[src/rtl/spi_xfer_ctrl_if.sv]
// spi_xfer_ctrl_if: groups the TX FIFO pop side, the RX FIFO push side and the SPI pins.
// Latency: none, wires only.
// Backpressure: carries tx_empty / rx_full to the controller; the controller never strobes past them.
// Ports: master = controller view (drives strobes and pins), slave = FIFO/pad view.
interface spi_xfer_ctrl_if #(
    parameter int DATAWIDTH = 8
);
    logic [DATAWIDTH-1:0] tx_dout;
    logic                 tx_empty;
    logic                 tx_re_en;
    logic [DATAWIDTH-1:0] rx_din;
    logic                 rx_full;
    logic                 rx_wr_en;
    logic                 sclk;
    logic                 mosi;
    logic                 miso;
    logic                 ss_n;

    modport master (
        input  tx_dout, tx_empty, rx_full, miso,
        output tx_re_en, rx_din, rx_wr_en, sclk, mosi, ss_n
    );

    modport slave (
        output tx_dout, tx_empty, rx_full, miso,
        input  tx_re_en, rx_din, rx_wr_en, sclk, mosi, ss_n
    );
endinterface

[src/rtl/spi_xfer_ctrl.sv]
// spi_xfer_ctrl: master-side SPI byte sequencer between a TX FIFO and an RX FIFO, all four CPOL/CPHA modes.
// Latency: LOAD to rx_wr_en is 2 + 2*DATAWIDTH*(clk_div+1) cycles; SCLK half-period is clk_div+1 cycles.
// Backpressure: never pops an empty TX FIFO; holds in STORE with SCLK idle and SS_N low while RX is full.
// Ports: clk, rst (synchronous, active high); en, cpol, cpha, clk_div (config, latched at burst start);
//        busy, done (status); bus (spi_xfer_ctrl_if.master: TX pop, RX push, SCLK/MOSI/MISO/SS_N).
// Optional: define SPI_LSB_FIRST_EN to add input lsb_first (LSB-first framing, latched with the config).
module spi_xfer_ctrl #(
    parameter int DATAWIDTH = 8,
    parameter int DIVWIDTH  = 8
) (
    input  logic                clk,
    input  logic                rst,
    input  logic                en,
    input  logic                cpol,
    input  logic                cpha,
    input  logic [DIVWIDTH-1:0] clk_div,
`ifdef SPI_LSB_FIRST_EN
    input  logic                lsb_first,
`endif
    output logic                busy,
    output logic                done,
    spi_xfer_ctrl_if.master     bus
);

    localparam int EDGES = 2 * DATAWIDTH;
    localparam int ECW   = $clog2(EDGES + 1);
    localparam logic [ECW-1:0] LAST_EDGE = ECW'(EDGES);

    typedef enum logic [2:0] {
        ST_IDLE, ST_LOAD, ST_SHIFT, ST_STORE, ST_NEXT, ST_END
    } state_t;

    state_t state_q, state_d;

    logic                 cpol_q, cpha_q, lsb_q;
    logic [DIVWIDTH-1:0]  div_q, div_cnt;
    logic [ECW-1:0]       edge_cnt;
    logic [DATAWIDTH-1:0] tx_sreg, rx_sreg, rx_din_q;
    logic                 sclk_q, mosi_q, done_q;
    logic                 div_tc, edge_fire, leading, sample_now, drive_now;
    logic                 lsb_cfg;

`ifdef SPI_LSB_FIRST_EN
    assign lsb_cfg = lsb_first;
`else
    assign lsb_cfg = 1'b0;
`endif

    function automatic logic first_bit(input logic [DATAWIDTH-1:0] d, input logic lsb);
        return lsb ? d[0] : d[DATAWIDTH-1];
    endfunction

    function automatic logic [DATAWIDTH-1:0] tx_shift(input logic [DATAWIDTH-1:0] d, input logic lsb);
        return lsb ? (d >> 1) : (d << 1);
    endfunction

    // LSB-first assembles from the top down so the first bit received ends up in bit 0.
    function automatic logic [DATAWIDTH-1:0] rx_shift(input logic [DATAWIDTH-1:0] d,
                                                      input logic lsb, input logic b);
        return lsb ? {b, d[DATAWIDTH-1:1]} : {d[DATAWIDTH-2:0], b};
    endfunction

    // edge_cnt counts SCLK edges already made in this byte; an even count means the
    // next edge is a leading one. Sampling happens on leading edges for cpha=0 and on
    // trailing edges for cpha=1; driving happens on the other edge type.
    assign div_tc     = (div_cnt == div_q);
    assign edge_fire  = (state_q == ST_SHIFT) && (edge_cnt != LAST_EDGE) && div_tc;
    assign leading    = ~edge_cnt[0];
    assign sample_now = edge_fire && (leading ^ cpha_q);
    assign drive_now  = edge_fire && !(leading ^ cpha_q);

    always_ff @(posedge clk) begin
        if (rst) begin
            state_q <= ST_IDLE;
        end else begin
            state_q <= state_d;
        end
    end

    always_comb begin
        state_d      = state_q;
        bus.tx_re_en = 1'b0;
        bus.rx_wr_en = 1'b0;
        bus.ss_n     = 1'b0;
        busy         = 1'b1;
        case (state_q)
            ST_IDLE: begin
                bus.ss_n = 1'b1;
                busy     = 1'b0;
                if (en && !bus.tx_empty) state_d = ST_LOAD;
            end
            ST_LOAD: begin
                bus.tx_re_en = !bus.tx_empty;
                state_d      = ST_SHIFT;
            end
            // One extra cycle after the last edge lets the final sample land in rx_din.
            ST_SHIFT: begin
                if (edge_cnt == LAST_EDGE) state_d = ST_STORE;
            end
            ST_STORE: begin
                if (!bus.rx_full) begin
                    bus.rx_wr_en = 1'b1;
                    state_d      = ST_NEXT;
                end
            end
            ST_NEXT: begin
                state_d = (en && !bus.tx_empty) ? ST_LOAD : ST_END;
            end
            ST_END: begin
                if (div_tc) state_d = ST_IDLE;
            end
            default: state_d = ST_IDLE;
        endcase
        // A reset cycle must never move data in or out of either FIFO.
        if (rst) begin
            bus.tx_re_en = 1'b0;
            bus.rx_wr_en = 1'b0;
        end
    end

    always_ff @(posedge clk) begin
        if (rst) begin
            cpol_q   <= 1'b0;
            cpha_q   <= 1'b0;
            lsb_q    <= 1'b0;
            div_q    <= '0;
            div_cnt  <= '0;
            edge_cnt <= '0;
            tx_sreg  <= '0;
            rx_sreg  <= '0;
            rx_din_q <= '0;
            sclk_q   <= 1'b0;
            mosi_q   <= 1'b0;
            done_q   <= 1'b0;
        end else begin
            done_q <= 1'b0;
            case (state_q)
                ST_IDLE: begin
                    sclk_q <= cpol;
                    if (state_d == ST_LOAD) begin
                        cpol_q <= cpol;
                        cpha_q <= cpha;
                        div_q  <= clk_div;
                        lsb_q  <= lsb_cfg;
                    end
                end
                ST_LOAD: begin
                    sclk_q   <= cpol_q;
                    div_cnt  <= '0;
                    edge_cnt <= '0;
                    // cpha=0 needs the first bit on MOSI before the first (sampling) edge;
                    // cpha=1 drives it on that first edge instead.
                    if (cpha_q) begin
                        tx_sreg <= bus.tx_dout;
                    end else begin
                        tx_sreg <= tx_shift(bus.tx_dout, lsb_q);
                        mosi_q  <= first_bit(bus.tx_dout, lsb_q);
                    end
                end
                ST_SHIFT: begin
                    if (edge_cnt == LAST_EDGE) begin
                        rx_din_q <= rx_sreg;
                    end else begin
                        div_cnt <= div_tc ? '0 : div_cnt + 1'b1;
                        if (edge_fire) begin
                            sclk_q   <= ~sclk_q;
                            edge_cnt <= edge_cnt + 1'b1;
                        end
                        if (sample_now) rx_sreg <= rx_shift(rx_sreg, lsb_q, bus.miso);
                        if (drive_now) begin
                            mosi_q  <= first_bit(tx_sreg, lsb_q);
                            tx_sreg <= tx_shift(tx_sreg, lsb_q);
                        end
                    end
                end
                ST_NEXT: begin
                    div_cnt <= '0;
                end
                ST_END: begin
                    div_cnt <= div_cnt + 1'b1;
                    if (div_tc) done_q <= 1'b1;
                end
                default: ;
            endcase
        end
    end

    assign bus.sclk   = sclk_q;
    assign bus.mosi   = mosi_q;
    assign bus.rx_din = rx_din_q;
    assign done       = done_q;

endmodule
[src/flat_wrapper.sv]
// flat-port wrapper written by rule: the top's interface ports become plain ports
module spi_xfer_ctrl_flat 
#(
    parameter int DATAWIDTH = 8,
    parameter int DIVWIDTH  = 8
)
  (clk, rst, en, cpol, cpha, clk_div, busy, done, bus_tx_dout, bus_tx_empty, bus_rx_full, bus_miso, bus_tx_re_en, bus_rx_din, bus_rx_wr_en, bus_sclk, bus_mosi, bus_ss_n);
  spi_xfer_ctrl_if #(.DATAWIDTH(DATAWIDTH)) bus_i ();
  input  logic clk;
  input  logic rst;
  input  logic en;
  input  logic cpol;
  input  logic cpha;
  input  logic [DIVWIDTH-1:0] clk_div;
  output logic busy;
  output logic done;
  input wire logic [$bits(bus_i.tx_dout)-1:0] bus_tx_dout;
  input wire logic [$bits(bus_i.tx_empty)-1:0] bus_tx_empty;
  input wire logic [$bits(bus_i.rx_full)-1:0] bus_rx_full;
  input wire logic [$bits(bus_i.miso)-1:0] bus_miso;
  output wire logic [$bits(bus_i.tx_re_en)-1:0] bus_tx_re_en;
  output wire logic [$bits(bus_i.rx_din)-1:0] bus_rx_din;
  output wire logic [$bits(bus_i.rx_wr_en)-1:0] bus_rx_wr_en;
  output wire logic [$bits(bus_i.sclk)-1:0] bus_sclk;
  output wire logic [$bits(bus_i.mosi)-1:0] bus_mosi;
  output wire logic [$bits(bus_i.ss_n)-1:0] bus_ss_n;
  assign bus_i.tx_dout = bus_tx_dout;
  assign bus_i.tx_empty = bus_tx_empty;
  assign bus_i.rx_full = bus_rx_full;
  assign bus_i.miso = bus_miso;
  assign bus_tx_re_en = bus_i.tx_re_en;
  assign bus_rx_din = bus_i.rx_din;
  assign bus_rx_wr_en = bus_i.rx_wr_en;
  assign bus_sclk = bus_i.sclk;
  assign bus_mosi = bus_i.mosi;
  assign bus_ss_n = bus_i.ss_n;
  spi_xfer_ctrl #(.DATAWIDTH(DATAWIDTH), .DIVWIDTH(DIVWIDTH)) u_core (.clk(clk), .rst(rst), .en(en), .cpol(cpol), .cpha(cpha), .clk_div(clk_div), .busy(busy), .done(done), .bus(bus_i));
endmodule
[config.mk]
export PLATFORM = sky130hd
export DESIGN_NAME = spi_xfer_ctrl_flat
export DESIGN_NICKNAME = d
export VERILOG_FILES = /design/src/rtl/spi_xfer_ctrl_if.sv /design/src/rtl/spi_xfer_ctrl.sv /design/src/flat_wrapper.sv
export SDC_FILE = /design/constraint.sdc
export NUM_CORES = 1
export LEC_CHECK = 0
export CORE_MARGIN = 1
export CORE_UTILIZATION = 58
export CTS_CLUSTER_DIAMETER = 150
export DETAILED_ROUTE_END_ITERATION = 12
export GPL_TIMING_DRIVEN = 0
export MAX_ROUTING_LAYER = met4
export PLACE_DENSITY = 0.94
export SLEW_MARGIN = 20
export SYNTH_ARGS = -nofsm -noshare
export SYNTH_HDL_FRONTEND = slang
export SYNTH_SLANG_ARGS = --single-unit
[constraint.sdc]
create_clock -name clk -period 2.6 [get_ports clk]
set_input_delay 0.52 -clock clk [delete_from_list [all_inputs] [get_ports clk]]
set_output_delay 0.52 -clock clk [all_outputs]
set_load 0.01 [all_outputs]
# Yosys cells after proc, flatten, opt, wreduce, memory -nomap -nowiden
# Index checks and enable logic that the tools add are counted.
dict set report totals {
  regBits 53
  in_bits 24
  word_cells 84
}
dict set report op_classes {
  add_sub_neg 2
  eq_ne 13
  muxes 31
  bitwise_logic 5
  n_reduce_logical 21
}
# cell count
set ops {}
lappend ops {{8-bit two-way mux} 5}
lappend ops {{8-bit one-hot mux with 3 select lines} 1}
lappend ops {{3-bit one-hot mux with 6 select lines} 1}
lappend ops {{8-bit one-hot mux with 2 select lines} 1}
lappend ops {{3-bit two-way mux} 5}
lappend ops {{1-bit two-way mux} 13}
lappend ops {{3-bit AND reduction} 4}
lappend ops {{5-bit two-way mux} 2}
lappend ops {{5-bit one-hot mux with 2 select lines} 1}
lappend ops {{8-bit by 1-bit adder with 8-bit output, second input constant} 1}
lappend ops {{8-bit == test} 1}
lappend ops {{3-bit by 1-bit == test with 1-bit output, second input constant} 2}
lappend ops {{3-bit by 2-bit == test with 1-bit output, second input constant} 2}
lappend ops {{3-bit == test, second input constant} 2}
lappend ops {{2-bit AND reduction} 3}
lappend ops {{3-bit nonzero test} 2}
lappend ops {{5-bit by 1-bit adder with 5-bit output, second input constant} 1}
lappend ops {{5-bit == test, second input constant} 1}
lappend ops {{1-bit logical AND} 5}
lappend ops {{5-bit != test, second input constant} 1}
lappend ops {{2-bit by 1-bit != test with 1-bit output, second input constant} 2}
lappend ops {{2-bit != test, second input constant} 2}
lappend ops {{1-bit inverter} 4}
lappend ops {{4-bit AND reduction} 1}
lappend ops {{other kinds (7)} 9}

# Depth between registers and ports, before layout
# Gate-level depths: netlist of the first run.
dict set report logic_depth {
  ltp_word 7
  ltp_mapped 8
  depth_no_buf 7
}

# Least setup slack after synthesis of the first run
# Ideal clock, no wire load.
dict set report synth_timing {
  kind {flip-flop to flip-flop}
  start {reg u_core.edge_cnt[0]}
  end {reg u_core.tx_sreg[0]}
  setup_time_ns 0.134
  t_arrival_ns 1.665
  setup_slack_ns 0.801
  path_stages_with_launch 9
  n_path_buf 1
  period_less_slack_ns 1.799
  cell_sequence {dfxtp_1 > inv_1 > ha_1 > nand4bb_1 > nand2_2 > or4_1 > buf_2 > nand3_1 > a21oi_1}
}
dict set report synth_via {
  elab_chain_len 6
  word_cells_on_any_way 11
}
# element line
set synth_rtl {}
lappend synth_rtl {{from (decl)} spi_xfer_ctrl.sv:37} ;# logic [ECW-1:0] edge_cnt;
lappend synth_rtl {{from (signal assigned)} spi_xfer_ctrl.sv:167} ;# edge_cnt <= edge_cnt + 1'b1;
lappend synth_rtl {{5-bit != test or 1-bit inverter (tied branches)} {spi_xfer_ctrl.sv:67, spi_xfer_ctrl.sv:68}}
lappend synth_rtl {{1-bit logical AND or 1-bit bitwise XOR (tied branches)} {spi_xfer_ctrl.sv:67, spi_xfer_ctrl.sv:70}}
lappend synth_rtl {{1-bit logical AND or 1-bit zero test (tied branches)} {spi_xfer_ctrl.sv:67, spi_xfer_ctrl.sv:70}}
lappend synth_rtl {{1-bit logical AND} spi_xfer_ctrl.sv:70} ;# assign drive_now = edge_fire && !(leading ^ cpha_q);
lappend synth_rtl {{2-bit by 1-bit != test with 1-bit output (no source line)} --}
lappend synth_rtl {{3-bit AND reduction (no source line) *} --}
lappend synth_rtl {{to (signal assigned)} spi_xfer_ctrl.sv:154} ;# tx_sreg <= bus.tx_dout;
lappend synth_rtl {{to (signal assigned)} spi_xfer_ctrl.sv:156} ;# tx_sreg <= tx_shift(bus.tx_dout, lsb_q);
lappend synth_rtl {{to (signal assigned)} spi_xfer_ctrl.sv:172} ;# tx_sreg <= tx_shift(tx_sreg, lsb_q);
lappend synth_rtl {{to (decl)} spi_xfer_ctrl.sv:38} ;# logic [DATAWIDTH-1:0] tx_sreg, rx_sreg, rx_din_q;
# Every way passes the cells marked *; elsewhere a longest branch is shown, timed or not.
# A chain may end at the register's enable or synchronous reset.

# Final worst setup path of the first run
dict set report layout_timing {
  start {reg u_core.state_q[1]}
  end {out bus_tx_re_en}
}
dict set report layout_via {
  elab_chain_len 3
}
# element line
set layout_rtl {}
lappend layout_rtl {{from (decl)} spi_xfer_ctrl.sv:33} ;# state_t state_q, state_d;
lappend layout_rtl {{from (signal assigned)} spi_xfer_ctrl.sv:76} ;# state_q <= state_d;
lappend layout_rtl {{3-bit by 1-bit == test with 1-bit output} spi_xfer_ctrl.sv:86} ;# case (state_q)
lappend layout_rtl {{1-bit two-way mux} spi_xfer_ctrl.sv:86}
lappend layout_rtl {{1-bit two-way mux} spi_xfer_ctrl.sv:115} ;# if (rst) begin
lappend layout_rtl {{to (decl)} flat_wrapper.sv:21} ;# output wire logic [$bits(bus_i.tx_re_en)-1:0] bus_tx_re_en;
# Every way passes these cells.

==> results.ini, run 1 <==
[pwr]
peakVddDrop_mv=0.414
p_sw_frac=0.257
share_comb_of_total_power=0.157
p_switching_uw=427
power.share.clock=0.332
power.sequential.fraction=0.511
cell_int_power_mw=1.23
p_per_area_nw_per_um2=532
finalPower_mw=1.66
power.static_leakage_nw=1.19

[clock_tree]
cts_made_buffers=5
cts-root-buf=sky130_fd_sc_hd__clkbuf_8
hold_buffers=0
htree_levels=2
post_cts_resize_count=2
cts_num_sinks=53
cts.path.max_buffers=2
clock_insertion_delay_worst_skew_ps=310
path_clk_slew_ps=90
clock_tree_from_tritoncts=built
post-cts-setup-buffers=0

[critical_path]
cp_data_arrival_time_ps=1960
worst_setup_path_endpoint=bus_tx_re_en
worstPathRequired_ps=2080
worst_setup_path_start_kind=register
worstReg2RegStart=u_core.edge_cnt[0]
crit-reg2reg-capture=u_core.tx_sreg[4]
worst_r2r_path_depth=8
critical_path.endpoint_type=output pin
setup.worst_path.start=u_core.state_q[1]
reg2reg_slack_ps=530
timing.setup.critical_path_class=register to output pin
critical_path.max_fanout=10

[layout]
layout-drive-gt1-share=0.0790
area_growth_pct=21.2
multi_input_area_um2=1410
antenna_cells=0
final-seq-area_um2=1060
layout.core_utilization=0.758
fill_cells=287
layout.cell_area.non_filler_um2=3120
finalNetCount=356
layoutNonFillerInstCount=379

[global_routing]
grt-ovfl-total=0
grt_first_pass_wirelength_um=9200
antenna_found_initial=0
grt_start_max_net_pins=17
grt_pass1_vias=2011
globalRouteTotalUtil=0.275

[placed_design]
number_of_input_and_output_port_buffers_inserted=38
detailed_place_hpwl_um=4090
total_placed_instance_area_um2=3020
placedCellCount=373
dp_worst_setup_slack_ps=-470
routabilityCongestion=0.866

[job]
drv_cap=0

[yosys]
synthDistinctLibCells=50
synth-main-ff-cell=sky130_fd_sc_hd__dfxtp_1
xor_xnor_portion_of_the_synthesized_cell_area=0.0613
synthesized_netlist_cell_count=285
synth_async_sr_flop_share=0
synth.avg_cell_area_um2=9.03
yosys-top-cells-area=sky130_fd_sc_hd__dfxtp_1 (41%), sky130_fd_sc_hd__mux2i_1 (12%), sky130_fd_sc_hd__nor2_1 (5.8%), sky130_fd_sc_hd__xnor2_1 (5.1%), sky130_fd_sc_hd__nand3_1 (4.1%)
post_synth_most_frequent_cells=sky130_fd_sc_hd__dfxtp_1 (53), sky130_fd_sc_hd__nor2_1 (40), sky130_fd_sc_hd__mux2i_1 (30), sky130_fd_sc_hd__nand2_1 (24), sky130_fd_sc_hd__nand3_1 (21)
adder_cell_area_share_of_the_yosys_netlist=0.0146
yosys.area_share.simple=0.255
seq_area_frac_synth=0.412
cell_area_after_synthesis_um2=2570
synth-seq-cells=53
main_combinational_cell_family_by_area_after_synthesis=simple AND/OR/NAND/NOR gates
yosysTopAreaCellShare=0.412
yosys.area.top_type=sky130_fd_sc_hd__dfxtp_1
synth_compound_area_frac=0.101
postSynthNetCount=312
yosys_warnings=0
synth_mux_area_frac=0.117
post-synth-top-count-cell=sky130_fd_sc_hd__dfxtp_1
number_of_enable_type_register_cells_in_the_synthesized_netlist=0

[run_status]
run_status=complete, no violations

[timing]
hold_viol_final=0
setup_slack_ps=123
rsz_0062_raised_after_global_routing=false
timing.final.max_slew_violations=0
max_slew_margin=0.613
min_period_ps=2480
timing.clock.skew_ps=10.3
timing.final.setup_violations=0
period_share=0.953
fmax_mhz=404
worst_slew_pin_slew_ps=580

[floorplan]
die_outline_area_um2=4710
initial_core_util=0.625
pin_count=39
core.rowCount=23
dieHeight_um=68.6
die_width_um=68.6
core-area_um2=4120

[route]
route.vias.total=2224
detail_route.iter0.violations=175
drt_drc_violations_left=0
drt-pass1-iter-count=5
drt-wirelength-per-cell_um=15.2
routed_via_density=5.87
route.antenna.remaining_nets=0
wl_um=5770

[min_path]
worstHoldStart=u_core.bus.rx_din[0]
hp-class=register to register

[logic make-up (layout without fill, tap and decap cells)]
kind of cell / after synthesis / after routing
XOR/XNOR: 18 / 18
multiplexers: 30 / 30
AND/OR/NAND/NOR: 121 / 121
adder cells (fa/ha/maj): 3 / 3
AO/OA/AOI/OAI: 37 / 37
flip-flops: 53 / 53
buffers and inverters: 23 / 67
[metrics by stage]
step	TNS, ps	hold WS, ps
floorplan	0	443
global placement	-411	449
detailed placement	-470	453
CTS	0	469
global route	0	483
finish	0	466
[power by group through the flow]
stage,Sequential [mW],Combinational (mW),Clock [mW]
global route,0.852,0.282,0.588
floorplan,0.866,0.167,0
global placement,0.867,0.247,0
CTS,0.849,0.260,0.553
finish,0.849,0.261,0.551
detailed placement,0.868,0.258,0
[cells in the final DEF, fill, tap and decap left out, types with 2 or more instances in the layout]
master,count
sky130_fd_sc_hd__nand2_1,24
sky130_fd_sc_hd__dfxtp_1,53
sky130_fd_sc_hd__clkdlybuf4s50_1,37
sky130_fd_sc_hd__clkbuf_8,5
sky130_fd_sc_hd__inv_1,4
sky130_fd_sc_hd__xor2_1,3
sky130_fd_sc_hd__mux2i_1,30
sky130_fd_sc_hd__nand3_1,21
sky130_fd_sc_hd__nor3_1,7
sky130_fd_sc_hd__clkbuf_1,11
sky130_fd_sc_hd__a221oi_1,3
sky130_fd_sc_hd__xnor2_1,15
sky130_fd_sc_hd__a21oi_1,17
sky130_fd_sc_hd__ha_1,3
sky130_fd_sc_hd__and4_1,2
sky130_fd_sc_hd__nor2_1,40
sky130_fd_sc_hd__buf_2,5
sky130_fd_sc_hd__o221ai_1,7
sky130_fd_sc_hd__nand4_1,3
sky130_fd_sc_hd__nor4_1,3
sky130_fd_sc_hd__or3_1,2
sky130_fd_sc_hd__or4_1,2
[flip-flops by register name, summed over array words and instances, names as in the netlist, 3 cells and up]
name and count:
u_core.bus.rx_din 8, u_core.rx_sreg 8, u_core.state_q 3, u_core.div_cnt 8, u_core.edge_cnt 5, u_core.tx_sreg 8, u_core.div_q 8
[critical path: stages, from the launching register on]
cell and delay (ps):
sky130_fd_sc_hd__dfxtp_1 330, sky130_fd_sc_hd__buf_2 170, sky130_fd_sc_hd__nor2_1 130, sky130_fd_sc_hd__nand2_1 250, sky130_fd_sc_hd__nor3_1 210, sky130_fd_sc_hd__clkdlybuf4s50_1 570
[worst min-delay path by stage]
stage,end,slack (ps),cells past startpoint
after floorplan,u_core.tx_sreg[7],440,2
after global placement,u_core.bus.rx_din[2],450,2
after detailed placement,u_core.bus.rx_din[3],450,2
after CTS,u_core.bus.rx_din[0],470,2
after global routing,u_core.bus.rx_din[0],480,2
final,u_core.bus.rx_din[0],470,2
[metal layers]
metal,track usage,vias up,part of all wire
met5,-,-,0
met2,0.429,65,0.48
li1,-,1086,-
met1,0.349,1058,0.45
met4,0.107,0,0.020
met3,0.0543,15,0.045
[layout make-up]
cell class / instances / share of cell area
plain buffers: 18 / 0.0273
clock buffers: 5 / 0.0221
clock inverters: 2 / 0.0124
inverters: 4 / 0.00481
multi-input cells: 209 / 0.452
flip-flops and latches: 53 / 0.340
well taps: 50 / 0.0200
repair buffers: 38 / 0.121
Note: power is estimated with default switching activity, not from simulation.
==> inputs of run 2 (changes only) <==
Settings changed: RECOVER_POWER set to 25.
==> results.ini, run 2 (synthesized netlist as in run 1, its figures left out) <==
[clock_tree]
htree_levels=2  ; unchanged
path_clk_slew_ps=90  ; about the same
cts_made_buffers=5  ; unchanged
cts.path.max_buffers=2  ; unchanged
clock_tree_from_tritoncts=built
clock_insertion_delay_worst_skew_ps=310  ; about the same
cts-root-buf=sky130_fd_sc_hd__clkbuf_8
hold_buffers=0  ; unchanged
cts_num_sinks=53  ; unchanged

[critical_path]
critPathMaxStageDelay_ps=570  ; about the same
worst_r2r_path_depth=8  ; unchanged
worstPathRequired_ps=2080  ; about the same
cp_num_buf_inv=2  ; unchanged
path_cells=buf_2 > nor2_1 > nand2_1 > nor3_1 > clkdlybuf4s50_1
cp_data_arrival_time_ps=1960  ; about the same
worst_setup_path_start_kind=register
crit-reg2reg-capture=u_core.tx_sreg[4]
critical_path.max_fanout=10  ; unchanged
critical-path-top-delay-family=buffers and inverters
worstReg2RegStart=u_core.edge_cnt[0]
critical_path.endpoint_type=output pin
timing.critical_path.slowest_stage_cell=sky130_fd_sc_hd__clkdlybuf4s50_1
timing.setup.critical_path_class=register to output pin
reg2reg_slack_ps=530  ; about the same

[pwr]
power.share.clock=0.332  ; about the same
p_sw_frac=0.257  ; +0.000402
cell_int_power_mw=1.23  ; -0.14%
p_switching_uw=427  ; about the same
p_per_area_nw_per_um2=532  ; about the same
power.static_leakage_nw=1.22  ; +3.0%
peakVddDrop_mv=0.414  ; about the same
power.sequential.fraction=0.512  ; about the same
share_comb_of_total_power=0.156  ; about the same

[route]
drt-wirelength-per-cell_um=15.3  ; +0.23%
routed_via_density=5.87  ; about the same
detail_route.iter0.violations=193  ; +10%
wl_um=5780  ; +0.23%
route.antenna.remaining_nets=0  ; unchanged
drt-pass1-iter-count=5  ; unchanged
route.vias.total=2226  ; +0.090%
drt_drc_violations_left=0  ; unchanged

[timing]
worst_slew_pin_slew_ps=817  ; +237 ps
min_period_ps=2480  ; -0.0400 ps
rsz_0062_raised_after_global_routing=false
timing.final.max_slew_violations=0  ; unchanged
setup_slack_ps=123  ; +0.0400 ps
timing.clock.skew_ps=10.4  ; +0.0956 ps
timing.final.setup_violations=0  ; unchanged
fmax_mhz=404  ; about the same
period_share=0.953  ; about the same
max_slew_margin=0.455  ; -0.158
hold_viol_final=0  ; unchanged

[run_status]
run_status=complete, no violations

[placed_design]
detailed_place_hpwl_um=4090  ; unchanged
dp_worst_setup_slack_ps=-470  ; unchanged
number_of_input_and_output_port_buffers_inserted=38  ; unchanged
routabilityCongestion=0.866  ; unchanged
placedCellCount=373  ; unchanged

[global_routing]
grt_first_pass_wirelength_um=9200  ; unchanged
grt_start_max_net_pins=17  ; unchanged
grt-ovfl-total=0  ; unchanged
globalRouteTotalUtil=0.275  ; unchanged
antenna_found_initial=0  ; unchanged
grt_pass1_vias=2011  ; unchanged

[min_path]
worstHoldStart=u_core.bus.rx_din[0]
hold_path_end=u_core.bus.rx_din[0]
hp-class=register to register
hold-path-cell-count=2  ; unchanged

[floorplan]
die_width_um=68.6  ; unchanged
dieHeight_um=68.6  ; unchanged
initial_core_util=0.625  ; unchanged
core.rowCount=23  ; unchanged
die_outline_area_um2=4710  ; unchanged
core-area_um2=4120  ; unchanged
pin_count=39  ; unchanged

[layout]
layout.cells.most_common=sky130_fd_sc_hd__dfxtp_1
area_growth_pct=21.2  ; about the same
layout_common_cells=sky130_fd_sc_hd__dfxtp_1 (53), sky130_fd_sc_hd__nor2_1 (40), sky130_fd_sc_hd__mux2i_1 (30)
antenna_cells=0  ; unchanged
finalNetCount=356  ; unchanged
multi_input_area_um2=1410  ; unchanged
layoutNonFillerInstCount=379  ; unchanged
fill_cells=287  ; unchanged
layout-drive-gt1-share=0.0760  ; -0.00304
final-seq-area_um2=1060  ; unchanged

[job]
drv_cap=0  ; unchanged

## run 2: changes by cell type in the layout (fill, tap and decap cells not counted), sizes merged
cell,before,now
clkdlybuf4s50,37,24
dlygate4sd3,0,13
buf,7,6
clkbuf,16,17
## run 2: worst max path at each step
stage | start | to | depth (start not counted)
after floorplan | u_core.edge_cnt[0] | u_core.tx_sreg[0] | 8
after global placement | rst | bus_tx_re_en | 5
after detailed placement | rst | bus_tx_re_en | 5
after CTS | u_core.state_q[1] | bus_tx_re_en | 5
after global routing | u_core.state_q[1] | bus_tx_re_en | 5
final | u_core.state_q[1] | bus_tx_re_en | 5
## run 2: power by group through the flow
stage               clock network (mW)  logic, mW  registers (mW)
floorplan                            0      0.167           0.866
global placement                     0      0.247           0.867
detailed placement                   0      0.258           0.868
CTS                              0.553      0.260           0.849
global route                     0.588      0.280           0.852
finish                           0.552      0.259           0.849
## run 2: final cells by class
class                   instances  share of cell area
clock inverters                 2              0.0124
plain buffers                  18              0.0269
well taps                      50              0.0201
clock buffers                   5              0.0221
repair buffers                 38               0.122
multi-input cells             209               0.452
flip-flops and latches         53               0.340
inverters                       4             0.00481
## run 2: worst register-to-register path, stage by stage, from the launching register on
cell	delay (ps)
sky130_fd_sc_hd__dfxtp_1	420
sky130_fd_sc_hd__inv_1	100
sky130_fd_sc_hd__ha_1	230
sky130_fd_sc_hd__nand4bb_1	160
sky130_fd_sc_hd__nand2_2	110
sky130_fd_sc_hd__or4_1	560
sky130_fd_sc_hd__buf_2	200
sky130_fd_sc_hd__nand3_1	110
sky130_fd_sc_hd__a21oi_1	70
## run 2: timing repair
| item | 4_1_cts | 5_1_grt |
|---|---|---|
| endpoints found under the setup margin | 1 | 0 |
| gates resized for setup | 2 | 0 |
| buffers inserted | 0 | 0 |
## run 2: through the flow
stage / total power [mW] / util / hold slack, ps / TNS (ps) / area, um^2
after floorplan: 1.03 / - / 443 / 0 / 2570
after global placement: 1.11 / 0.733 / 449 / -411 / 3020
after detailed placement: 1.13 / 0.733 / 453 / -470 / 3020
after CTS: 1.66 / 0.758 / 469 / 0 / 3120
after global routing: 1.72 / 0.758 / 480 / 0 / 3120
final: 1.66 / 0.758 / 463 / 0 / 3120
## run 2: layer usage
layer	part of all wire	GRT usage
met5	0	-
met4	0.021	0.107
met3	0.052	0.0543
met2	0.48	0.429
met1	0.45	0.349
